==> config.mk <==
export PLATFORM = sky130hd
export DESIGN_NAME = ps2_host_tx
export DESIGN_NICKNAME = d
export VERILOG_FILES = /design/src/rtl/ps2_host_tx.sv
export SDC_FILE = /design/constraint.sdc
export NUM_CORES = 1
export LEC_CHECK = 0
export BUFFER_PORTS_ARGS = -buffer_cell sky130_fd_sc_hd__buf_2
export CORE_UTILIZATION = 46
export CTS_BUF_LIST = sky130_fd_sc_hd__clkbuf_8
export DETAILED_ROUTE_END_ITERATION = 8
export SLEW_MARGIN = 20
export SYNTH_ARGS = -nofsm -noshare
export SYNTH_HDL_FRONTEND = slang
export SYNTH_SLANG_ARGS = --single-unit
==> constraint.sdc <==
create_clock -name clk -period 2.5 [get_ports clk]
set_clock_uncertainty 0.15 [all_clocks]
set_input_delay 0.25 -clock clk [delete_from_list [all_inputs] [get_ports clk]]
set_output_delay 0.25 -clock clk [all_outputs]
set_load 0.005 [all_outputs]
==> src/rtl/ps2_host_tx.sv <==
// PS/2 host-to-device transmitter: sends one command byte to the device over open-drain ps2c/ps2d.
// Latency: ps2c_oe and tx_idle change in the cycle after an accepted wr_ps2; all outputs are registered.
// Backpressure: wr_ps2 is honoured only while tx_idle=1; requests at any other time are dropped.
//
// Ports:
//   clk, reset          system clock, synchronous active-high reset
//   wr_ps2, din         one-cycle send request and the command byte it carries
//   ps2c_in, ps2d_in    raw (asynchronous) pad levels of the shared lines
//   ps2c_oe, ps2d_oe    1 = pull the line low (pads/tri-states live outside)
//   tx_idle             1 while no transfer is in progress
//   tx_done_tick        one-cycle pulse when a transfer ends (ok, nack or timeout)
//   tx_ack_err          device did not ACK the last frame; held until next accepted request
//   tx_timeout          last frame aborted by the watchdog; held until next accepted request
//
// Build option: define PS2_TX_TIMEOUT_EN to add a watchdog (TIMEOUT_CYCLES between
// device clock edges). Without it tx_timeout is tied low and only reset recovers a
// transfer whose device stops clocking.
module ps2_host_tx #(
  parameter int INHIBIT_CYCLES = 10000,
  parameter int FILTER_LEN     = 8
`ifdef PS2_TX_TIMEOUT_EN
  ,
  parameter int TIMEOUT_CYCLES = 2000000
`endif
) (
  input  logic       clk,
  input  logic       reset,
  input  logic       wr_ps2,
  input  logic [7:0] din,
  input  logic       ps2c_in,
  input  logic       ps2d_in,
  output logic       ps2c_oe,
  output logic       ps2d_oe,
  output logic       tx_idle,
  output logic       tx_done_tick,
  output logic       tx_ack_err,
  output logic       tx_timeout
);

  localparam int CNT_W = (INHIBIT_CYCLES > 1) ? $clog2(INHIBIT_CYCLES) : 1;
  localparam logic [CNT_W-1:0] CNT_MAX = CNT_W'(INHIBIT_CYCLES - 1);

  typedef enum logic [2:0] {
    S_IDLE,
    S_RTS,
    S_START,
    S_DATA,
    S_STOP,
    S_WAIT_REL
  } state_t;

  // ------------------------------------------------------------------
  // Input synchronisers and ps2c glitch filter
  // ------------------------------------------------------------------
  logic [1:0]            c_sync_reg, d_sync_reg;
  logic                  c_s, d_s;
  logic [FILTER_LEN-1:0] filt_reg, filt_next;
  logic                  f_c_reg, f_c_next;
  logic                  fall;

  assign c_s = c_sync_reg[1];
  assign d_s = d_sync_reg[1];

  always_ff @(posedge clk) begin
    if (reset) begin
      c_sync_reg <= 2'b11;
      d_sync_reg <= 2'b11;
      filt_reg   <= '1;
      f_c_reg    <= 1'b1;
    end else begin
      c_sync_reg <= {c_sync_reg[0], ps2c_in};
      d_sync_reg <= {d_sync_reg[0], ps2d_in};
      filt_reg   <= filt_next;
      f_c_reg    <= f_c_next;
    end
  end

  // Filtered level only moves once the whole window agrees; otherwise it holds.
  always_comb begin
    filt_next    = filt_reg << 1;
    filt_next[0] = c_s;
    if (&filt_reg)
      f_c_next = 1'b1;
    else if (~|filt_reg)
      f_c_next = 1'b0;
    else
      f_c_next = f_c_reg;
  end

  assign fall = f_c_reg & ~f_c_next;

  // ------------------------------------------------------------------
  // Transfer FSM
  // ------------------------------------------------------------------
  state_t           state_reg, state_next;
  logic [CNT_W-1:0] cnt_reg, cnt_next;
  logic [8:0]       b_reg, b_next;
  logic [3:0]       n_reg, n_next;
  logic             ack_reg, ack_next;
  logic             done_next;
  logic             ack_err_reg, ack_err_next;
  logic             c_oe_reg, c_oe_next;
  logic             d_oe_reg, d_oe_next;
  logic             idle_reg, idle_next;
  logic             done_reg;

`ifdef PS2_TX_TIMEOUT_EN
  localparam int WD_W = (TIMEOUT_CYCLES > 1) ? $clog2(TIMEOUT_CYCLES) : 1;
  localparam logic [WD_W-1:0] WD_MAX = WD_W'(TIMEOUT_CYCLES - 1);
  logic [WD_W-1:0] wdog_reg, wdog_next;
  logic            timeout_reg, timeout_next;
  logic            wdog_active;
`endif

  always_ff @(posedge clk) begin
    if (reset) begin
      state_reg   <= S_IDLE;
      cnt_reg     <= '0;
      b_reg       <= '0;
      n_reg       <= '0;
      ack_reg     <= 1'b0;
      ack_err_reg <= 1'b0;
      done_reg    <= 1'b0;
      c_oe_reg    <= 1'b0;
      d_oe_reg    <= 1'b0;
      idle_reg    <= 1'b1;
`ifdef PS2_TX_TIMEOUT_EN
      wdog_reg    <= '0;
      timeout_reg <= 1'b0;
`endif
    end else begin
      state_reg   <= state_next;
      cnt_reg     <= cnt_next;
      b_reg       <= b_next;
      n_reg       <= n_next;
      ack_reg     <= ack_next;
      ack_err_reg <= ack_err_next;
      done_reg    <= done_next;
      c_oe_reg    <= c_oe_next;
      d_oe_reg    <= d_oe_next;
      idle_reg    <= idle_next;
`ifdef PS2_TX_TIMEOUT_EN
      wdog_reg    <= wdog_next;
      timeout_reg <= timeout_next;
`endif
    end
  end

  always_comb begin
    state_next   = state_reg;
    cnt_next     = cnt_reg;
    b_next       = b_reg;
    n_next       = n_reg;
    ack_next     = ack_reg;
    ack_err_next = ack_err_reg;
    done_next    = 1'b0;
`ifdef PS2_TX_TIMEOUT_EN
    timeout_next = timeout_reg;
`endif

    case (state_reg)
      S_IDLE: begin
        if (wr_ps2) begin
          b_next       = {~^din, din};
          cnt_next     = '0;
          ack_err_next = 1'b0;
`ifdef PS2_TX_TIMEOUT_EN
          timeout_next = 1'b0;
`endif
          state_next   = S_RTS;
        end
      end
      S_RTS: begin
        if (cnt_reg == CNT_MAX)
          state_next = S_START;
        else
          cnt_next = cnt_reg + 1'b1;
      end
      S_START: begin
        if (fall) begin
          n_next     = 4'd8;
          state_next = S_DATA;
        end
      end
      S_DATA: begin
        // b[0] is the bit on the wire; edges 2..9 advance it, edge 10 ends the payload.
        if (fall) begin
          if (n_reg == 4'd0) begin
            state_next = S_STOP;
          end else begin
            b_next = {1'b0, b_reg[8:1]};
            n_next = n_reg - 4'd1;
          end
        end
      end
      S_STOP: begin
        if (fall) begin
          ack_next   = d_s;
          state_next = S_WAIT_REL;
        end
      end
      S_WAIT_REL: begin
        if (c_s && d_s) begin
          state_next   = S_IDLE;
          done_next    = 1'b1;
          ack_err_next = ack_reg;
        end
      end
      default: state_next = S_IDLE;
    endcase

`ifdef PS2_TX_TIMEOUT_EN
    // Watchdog spans every state that waits on the device; each clock edge restarts it.
    wdog_active = (state_reg == S_START) || (state_reg == S_DATA) ||
                  (state_reg == S_STOP)  || (state_reg == S_WAIT_REL);
    wdog_next   = (wdog_active && !fall) ? wdog_reg + 1'b1 : '0;
    if (wdog_active && !fall && (wdog_reg == WD_MAX)) begin
      state_next   = S_IDLE;
      done_next    = 1'b1;
      timeout_next = 1'b1;
      wdog_next    = '0;
    end
`endif
  end

  // Line enables are decoded from the next state so they leave a flop glitch-free
  // and track the state register cycle for cycle.
  always_comb begin
    c_oe_next = (state_next == S_RTS);
    d_oe_next = (state_next == S_START) || ((state_next == S_DATA) && !b_next[0]);
    idle_next = (state_next == S_IDLE);
  end

  assign ps2c_oe      = c_oe_reg;
  assign ps2d_oe      = d_oe_reg;
  assign tx_idle      = idle_reg;
  assign tx_done_tick = done_reg;
  assign tx_ack_err   = ack_err_reg;
`ifdef PS2_TX_TIMEOUT_EN
  assign tx_timeout   = timeout_reg;
`else
  assign tx_timeout   = 1'b0;
`endif

endmodule

* After elaboration in Yosys (flattened, before gate mapping)
Cells that the tools add are included.
Widths: inputs -> output; s select.
** Word-level totals
- Register bits :: 49
- Latch bits :: 0
- Memory bits (writable) :: 0
- Bits in read-only memories :: 0
- Input bits :: 13
- Logic and storage cells :: 80
- Memories kept :: 0
** Cells by class
- Add/subtract/negate cells :: 2
- Multiply operators :: 0
- Divide/modulo/power cells :: 0
- $lt $le $gt $ge :: 0
- Eq/ne operators :: 15
- Shift operators :: 0
- Mux-type cells :: 25
- Bitwise logic cells :: 3
- Reductions and logical operators :: 20
** Operators by type and width (number)
- $mux 14 :: 2
- $pmux 14 s2 :: 1
- $mux 9 :: 3
- $mux 3 :: 7
- $pmux 3 s6 :: 1
- $pmux 9 s2 :: 1
- $add 14x1->14 const B :: 1
- $eq 14x14->1 const B :: 1
- $eq 3x2->1 const B :: 4
- $mux 4 :: 3
- $ne 2x2->1 const B :: 6
- $pmux 4 s2 :: 1
- $reduce_and 4->1 :: 2
- $reduce_and 8->1 :: 1
- $reduce_bool 2->1 :: 4
- $reduce_or 8->1 :: 1
- $reduce_xnor 8->1 :: 1
- $eq 3x1->1 const B :: 2
- $eq 3x3->1 const B :: 2
- $logic_not 3->1 :: 2
- $reduce_and 3->1 :: 2
- $mux 1 :: 5
- $logic_not 4->1 :: 1
- $sub 4x1->4 const B :: 1
- 8 further kinds :: 10

* Depth between registers and ports, before layout
Gate-level depths: netlist (run 1).
- Depth after elaboration :: 10
- Mapped depth :: 7
- Gate-level depth less buffers :: 7

* Worst setup path before layout (run 1)
No wires, ideal clock.
- Kind :: register to register
- From :: reg filt_reg[5]
- To :: reg d_oe_reg (netlist: ps2d_oe)
- Library setup time :: 58 ps
- Arrival time :: 1883 ps
- Required time :: 2292 ps
- Slack :: 408 ps
- Stages on the path, launching flop included :: 7
- Buffers on the path :: 1
- Cell sequence :: dfxtp_1 -> nor4_1 -> and3_1 -> clkbuf_1 -> mux2_2 -> a221oi_1 -> o21a_1
** On the way
- Cells in the longest elaborated chain, start to end :: 10
** RTL lines
- from (decl) :: RTL line 57 : logic [FILTER_LEN-1:0] filt_reg, filt_next;
- from (signal assigned) :: RTL line 73 : filt_reg <= filt_next;
- $reduce_or 8->1 :: RTL line 84 : else if (~|filt_reg)
- $mux 1 :: RTL line 84
- $mux 1 (*) :: RTL line 82 : if (&filt_reg)
- $not 1->1 (*) :: RTL line 90 : assign fall = f_c_reg & ~f_c_next;
- $and 1x1->1 (*) :: RTL line 90
- $mux 3 (tied with other cells) :: RTL line 197 : if (fall) begin
- $pmux 3 s6 / $pmux 9 s2 (equally long branches) :: RTL line 161 : case (state_reg)
- $eq 3x2->1 / $logic_not 1->1 (equally long branches) :: RTL line 230 : d_oe_next = (state_next == S_START) || ((state_next == S_DATA) && !b_next[0]);
- $logic_and 1x1->1 :: RTL line 230
- $logic_or 1x1->1 (*) :: RTL line 230
- to (signal assigned) :: RTL line 140 : d_oe_reg <= d_oe_next;
- to (decl) :: RTL line 103 : logic d_oe_reg, d_oe_next;
Every way passes the cells marked *; elsewhere a longest branch is shown, timed or not. The select of a mux whose other input is x is not followed.
A chain may end at the register's enable or synchronous reset.

* Worst setup path in the final report (run 1)
- From :: reg cnt_reg[5]
- To :: reg idle_reg (netlist: tx_idle)
** On the way
- Cells in the longest elaborated chain, start to end :: 4
** RTL lines
- from (decl) :: RTL line 96 : logic [CNT_W-1:0] cnt_reg, cnt_next;
- from (signal assigned) :: RTL line 133 : cnt_reg <= cnt_next;
- $eq 14x14->1 :: RTL line 174 : if (cnt_reg == CNT_MAX)
- $mux 3 :: RTL line 174
- $pmux 3 s6 :: RTL line 161
- $logic_not 3->1 :: RTL line 231 : idle_next = (state_next == S_IDLE);
- to (signal assigned) :: RTL line 141 : idle_reg <= idle_next;
- to (decl) :: RTL line 104 : logic idle_reg, idle_next;
Every way passes these cells.

==> results of run 1 <==
==> cells in the final DEF, fill, tap and decap left out, drive strengths merged, types with 4 or more instances in the layout <==
| master | n |
|---|---|
| nand3 | 9 |
| or2 | 14 |
| o21ai | 4 |
| nor4 | 8 |
| nor3b | 4 |
| a21oi | 25 |
| clkbuf | 5 |
| nand4 | 4 |
| dfxtp | 49 |
| inv | 9 |
| xnor2 | 15 |
| nor2 | 22 |
| buf | 26 |
| a22oi | 7 |
| a2111oi | 4 |
| a211oi | 5 |
| nand2 | 19 |
==> power by group through the flow <==
stage / clock, mW / sequential, mW / combinational [mW]
6_report: 0.493 / 0.812 / 0.107
5_1_grt: 0.545 / 0.815 / 0.121
4_1_cts: 0.517 / 0.812 / 0.108
3_5_place_dp: 0 / 0.830 / 0.106
3_3_place_gp: 0 / 0.830 / 0.105
2_1_floorplan: 0 / 0.825 / 0.0780
==> kinds of logic (layout without fill, tap and decap cells) <==
kind of cell,after synthesis,in the layout,synth area share
compound gates,58,58,0.179
xor+xnor,17,17,0.0663
fa+ha+maj,3,3,0.0167
buf+inv,20,43,0.0356
flops,49,49,0.437
mux,2,2,0.00947
other cells,1,1,0.00167
simple gates,102,102,0.254
==> routing by layer <==
metal	routed length (um)	GRT usage	vias to the layer above
li1	-	-	935
met1	2150	0.239	839
met2	2180	0.324	34
met3	142	0.0458	6
met4	61	0.0719	0
met5	0	0	-
==> final cells by class <==
class | count | share of cell area
timing repair buffer | 28 | 0.0678
tap | 67 | 0.0329
sequential | 49 | 0.385
inverter | 7 | 0.0103
clock buffer | 5 | 0.0270
clock inverter | 3 | 0.0113
multi-input combinational | 183 | 0.466
==> how the worst max path moves through the flow <==
stage	from	to	slack (ns)	cells after the start
final	cnt_reg[5]	tx_idle	0.19	6
after global routing	cnt_reg[0]	cnt_reg[8]	0.07	6
after CTS	cnt_reg[8]	tx_idle	0.20	6
after detailed placement	cnt_reg[8]	tx_idle	0.25	6
after global placement	cnt_reg[5]	tx_idle	0.31	6
after floorplan	filt_reg[5]	ps2d_oe	0.41	6
==> stage by stage <==
| stage | worst slack (ns) | power, mW | hold WS, ns | instances | cell area [um^2] |
|---|---|---|---|---|---|
| 2_1_floorplan | 0.408 | 0.903 | 0.204 | 252 | 2250 |
| 3_3_place_gp | 0.311 | 0.935 | 0.241 | 332 | 2430 |
| 3_5_place_dp | 0.254 | 0.936 | 0.245 | 332 | 2430 |
| 4_1_cts | 0.198 | 1.44 | 0.0883 | 342 | 2550 |
| 5_1_grt | 0.0684 | 1.48 | 0.108 | 342 | 2550 |
| 6_report | 0.192 | 1.41 | 0.0967 | 342 | 2550 |
==> critical path: stages, from the launching register on <==
cell	delay [ns]
dfxtp_1	0.37
or4b_4	0.58
nor4_4	0.32
buf_4	0.22
a21oi_2	0.08
a2111oi_4	0.34
a31o_1	0.20
==> impl_metrics.ini, run 1 <==
[detailed_routing]
routed_via_density = 5.30
drt_wl_total_um = 4540
vias = 1814
drc = 0
first_pass_iters = 4
avgRoutedWirePerCell_um = 13.3
ant_nets = 0
drt_iter0_drc = 141

[floorplan]
die_w_um = 71.9
pin_count = 19
rows = 25
die_y_um = 71.9
coreArea_um2 = 4720
start_util = 0.476
die_area_um2 = 5170

[sta]
timing.final.crit_share = 0.923
post-route-min-period_ns = 2.31
fmax_ghz = 0.433
max_slew_margin = 0.574
worstMarginPinSlew_ns = 0.638
rsz0062_at_grt = false
maxSlewViolCount = 0
final_hold_viol_count = 0
setup_violations = 0
tns_ns = 0

[synth]
synth_cells = 252
synth.avg_cell_area_um2 = 8.92
ys_seq_elements = 49
yosysMostFrequentCell = dfxtp_1
synthFlopType = dfxtp_1
synth.net_count = 268
syn_area_um2 = 2250
synth-edff-count = 0
netlist.area_leader.share = 0.437
synth_warnings = 0
ys_types = 52
synthArstFlopShare = 0
yosysSeqAreaShare = 0.437
synth_area_leaders = dfxtp_1 44%, xnor2_1 5.8%, a21oi_1 5.3%
synth_top_area_cell = dfxtp_1
synth_commonest_cells = 49 x dfxtp_1, 24 x a21oi_1, 22 x nor2_1

[clocking]
postCtsHoldBufs = 2
htree_levels = 2
cts.sinks = 49
ctsResizeCount = 0
cts_buffer_depth = 2
cts_setup_buffers = 0
tritoncts = built
worstSkewPairLatency_ns = 0.31
cts_buffers = 5
ctsRootBufferMaster = clkbuf_8
clkTransAtPathRegs_ns = 0.10

[setup_path]
rr_worst_depth = 6
crit_arrival_ns = 2.41
crit_required_ns = 2.60
worst_setup_path_start_kind = flip-flop
crit_fanout = 8
timing.rr.start = cnt_reg[5]
r2r_slack_ns = 0.19
endpoint_kind = flip-flop
crit_type = reg -> reg
reg2reg_to = tx_idle

[global_route]
grt_overflow_total = 0
grt_max_degree = 39
antenna_found_initial = 0
grt_usage = 0.192
grt_pass1_wl_um = 7750
grt_pass1_vias = 1720

[layout]
fill_cells = 459
layout.nets = 290
largest_reg_flops = 14
n_antenna_cell = 0
regArea_um2 = 981
syn_to_final_growth_pct = 13.4
multi_input_area_um2 = 1190
drive_gt1_frac = 0.207
fin_util = 0.539

[power_and_ir_drop]
power_density_nw_per_um2 = 555
intPower_mw = 1.06
max-vdd-ir-drop_uv = 329
combPwrFrac = 0.076
clkPwrFrac = 0.349
p_sw_uw = 355
seq_power_share = 0.575
leakagePower_nw = 0.914
switching_share = 0.251

[min_path]
whs_endpoint = b_reg[4]
worstHoldStart = din[4]
min_path_type = in -> reg
whs_path_depth = 3

[flow_run]
drv_cap = 0

[placed_design]
gp_routability_congestion = 0.775
numPortBuffers = 17
dpl.hpwl_um = 3190

[status]
status = completed
Note: power is estimated with default switching activity, not from simulation.
==> inputs of run 2 (changes only) <==
--- a/config.mk
+++ b/config.mk
@@ -6,9 +6,10 @@
 export NUM_CORES = 1
 export LEC_CHECK = 0
 export BUFFER_PORTS_ARGS = -buffer_cell sky130_fd_sc_hd__buf_2
-export CORE_UTILIZATION = 46
+export CORE_UTILIZATION = 50
 export CTS_BUF_LIST = sky130_fd_sc_hd__clkbuf_8
 export DETAILED_ROUTE_END_ITERATION = 8
+export PLACE_DENSITY = 0.69
 export SLEW_MARGIN = 20
 export SYNTH_ARGS = -nofsm -noshare
 export SYNTH_HDL_FRONTEND = slang
==> run 2 against run 1 <==
  * Worst hold slack improved by 0.010 ns
  * Combinational power rose by 4%
  * Global-route usage barely moved
  * Design area fell by 0.79%
  * Worst setup slack improved by 0.053 ns
  * Die area fell by 7.8%
  * Utilization rose by 4.5 points
  * Critical path type unchanged
  * Flip-flop and latch count did not move
  * Sequential power barely moved
  * Sequential share of layout area rose by 0.31 points
  * Clock power rose by 9.3%
==> impl_metrics.ini, run 2 (synthesis gave the netlist of run 1 again) <==
[placed_design]
numPortBuffers = 17
gp_routability_congestion = 0.803
place_ws_ns = 0.266
placed_area_um2 = 2400
post-place-cells = 316
dpl.hpwl_um = 3000

[setup_path]
crit_type = reg -> reg
worst_setup_path_start_kind = flip-flop
crit_required_ns = 2.59
crit_end = tx_idle
crit_start = cnt_reg[6]
rr_worst_depth = 6
crit_arrival_ns = 2.35
timing.rr.start = cnt_reg[6]
crit_fanout = 12
r2r_slack_ns = 0.24
endpoint_kind = flip-flop
reg2reg_to = tx_idle

[power_and_ir_drop]
max-vdd-ir-drop_uv = 398
power_density_nw_per_um2 = 577
combPwrFrac = 0.076
intPower_mw = 1.14
switching_share = 0.218
leakagePower_nw = 0.913
seq_power_share = 0.555
p_sw_uw = 318
clkPwrFrac = 0.369

[floorplan]
die_area_um2 = 4770
rows = 24
die_y_um = 69.0
start_util = 0.520
die_w_um = 69.0
coreArea_um2 = 4320
pin_count = 19

[sta]
tns_ns = 0
whs_ns = 0.107
timing.final.crit_share = 0.902
rsz0062_at_grt = false
post-route-min-period_ns = 2.26
setup_slack_ns = 0.245
fmax_ghz = 0.443
final_hold_viol_count = 0
maxSlewViolCount = 0
max_slew_margin = 0.582
setup_violations = 0
worstMarginPinSlew_ns = 0.627

[global_route]
grt_pass1_wl_um = 7420
grt_pass1_vias = 1688
antenna_found_initial = 0
grt_usage = 0.192
grt_max_degree = 39
grt_overflow_total = 0

[detailed_routing]
vias = 1821
drt_iter0_drc = 123
avgRoutedWirePerCell_um = 13.2
drt_wl_total_um = 4280
routed_via_density = 5.60
first_pass_iters = 4
drc = 0
ant_nets = 0

[clocking]
ctsRootBufferMaster = clkbuf_8
cts_buffers = 5
worstSkewPairLatency_ns = 0.29
htree_levels = 2
cts_buffer_depth = 2
clkTransAtPathRegs_ns = 0.09
tritoncts = built
cts.sinks = 49

[status]
status = completed

[layout]
layout_common_cells = 49 x dfxtp_1, 24 x a21oi_1, 22 x nor2_1
final_common_cell = dfxtp_1
drive_gt1_frac = 0.201
layout.nets = 289
fill_cells = 403
n_antenna_cell = 0
final_cells = 325
largest_reg_flops = 14
syn_to_final_growth_pct = 12.5
finish.instance_area_um2 = 2530

[min_path]
min_path_type = in -> reg

[flow_run]
drv_cap = 0
## run 2: changes by cell type in the layout (fill, tap and decap cells not counted)
cell       delta
clkinv_4      -1
clkinv_2      +1
inv_8         -1
inv_6         -1
bufinv_16     +1
buf_4         -1
## run 2: final cells by class
class	instances	area, um^2	share of cell area
clock buffer	5	68.8	0.0272
clock inverter	2	35.0	0.0139
inverter	7	26.3	0.0104
multi-input combinational	183	1190	0.469
sequential	49	981	0.388
tap	52	65.1	0.0257
timing repair buffer	27	165	0.0653
## run 2: how the worst min path moves through the flow
stage / endpoint / slack, ns / cells past startpoint / start
floorplan: c_sync_reg[0] / 0.20 / 1 / ps2c_in
global placement: d_sync_reg[1] / 0.24 / 1 / d_sync_reg[0]
detailed placement: c_sync_reg[1] / 0.24 / 1 / c_sync_reg[0]
CTS: b_reg[1] / 0.1 / 3 / din[1]
global route: b_reg[4] / 0.11 / 3 / din[4]
finish: b_reg[4] / 0.11 / 3 / din[4]
## run 2: power groups by stage
stage                     Clock [mW]  Sequential, mW  Combinational [mW]
after floorplan                    0           0.825              0.0780
after global placement             0           0.827               0.108
after detailed placement           0           0.827               0.109
after CTS                      0.558           0.809               0.111
after global routing           0.589           0.811               0.128
final                          0.539           0.809               0.111
## run 2: metal layers
metal | wire length (um) | up-vias | global-route usage
li1 | - | 937 | -
met1 | 2070 | 848 | 0.240
met2 | 1980 | 30 | 0.320
met3 | 169 | 6 | 0.0424
met4 | 61 | 0 | 0.0794
met5 | 0 | - | 0
## run 2: critical path: stages, from the launching register on
cell and delay [ns]:
dfxtp_1 0.38, or4b_4 0.55, nor4_4 0.28, buf_4 0.22, a21oi_2 0.08, a2111oi_4 0.34
a31o_1 0.20
## run 2: through the flow
step | util | power (mW)
floorplan | - | 0.903
global placement | 0.556 | 0.935
detailed placement | 0.556 | 0.936
CTS | 0.584 | 1.48
global route | 0.584 | 1.53
finish | 0.584 | 1.46
## run 2: repair_timing
| item | CTS | global route |
|---|---|---|
| setup buffers | 0 | 0 |
| endpoints found under the hold margin | 2 | 0 |
| resized for setup | 0 | 0 |
| hold buffers | 2 | 0 |
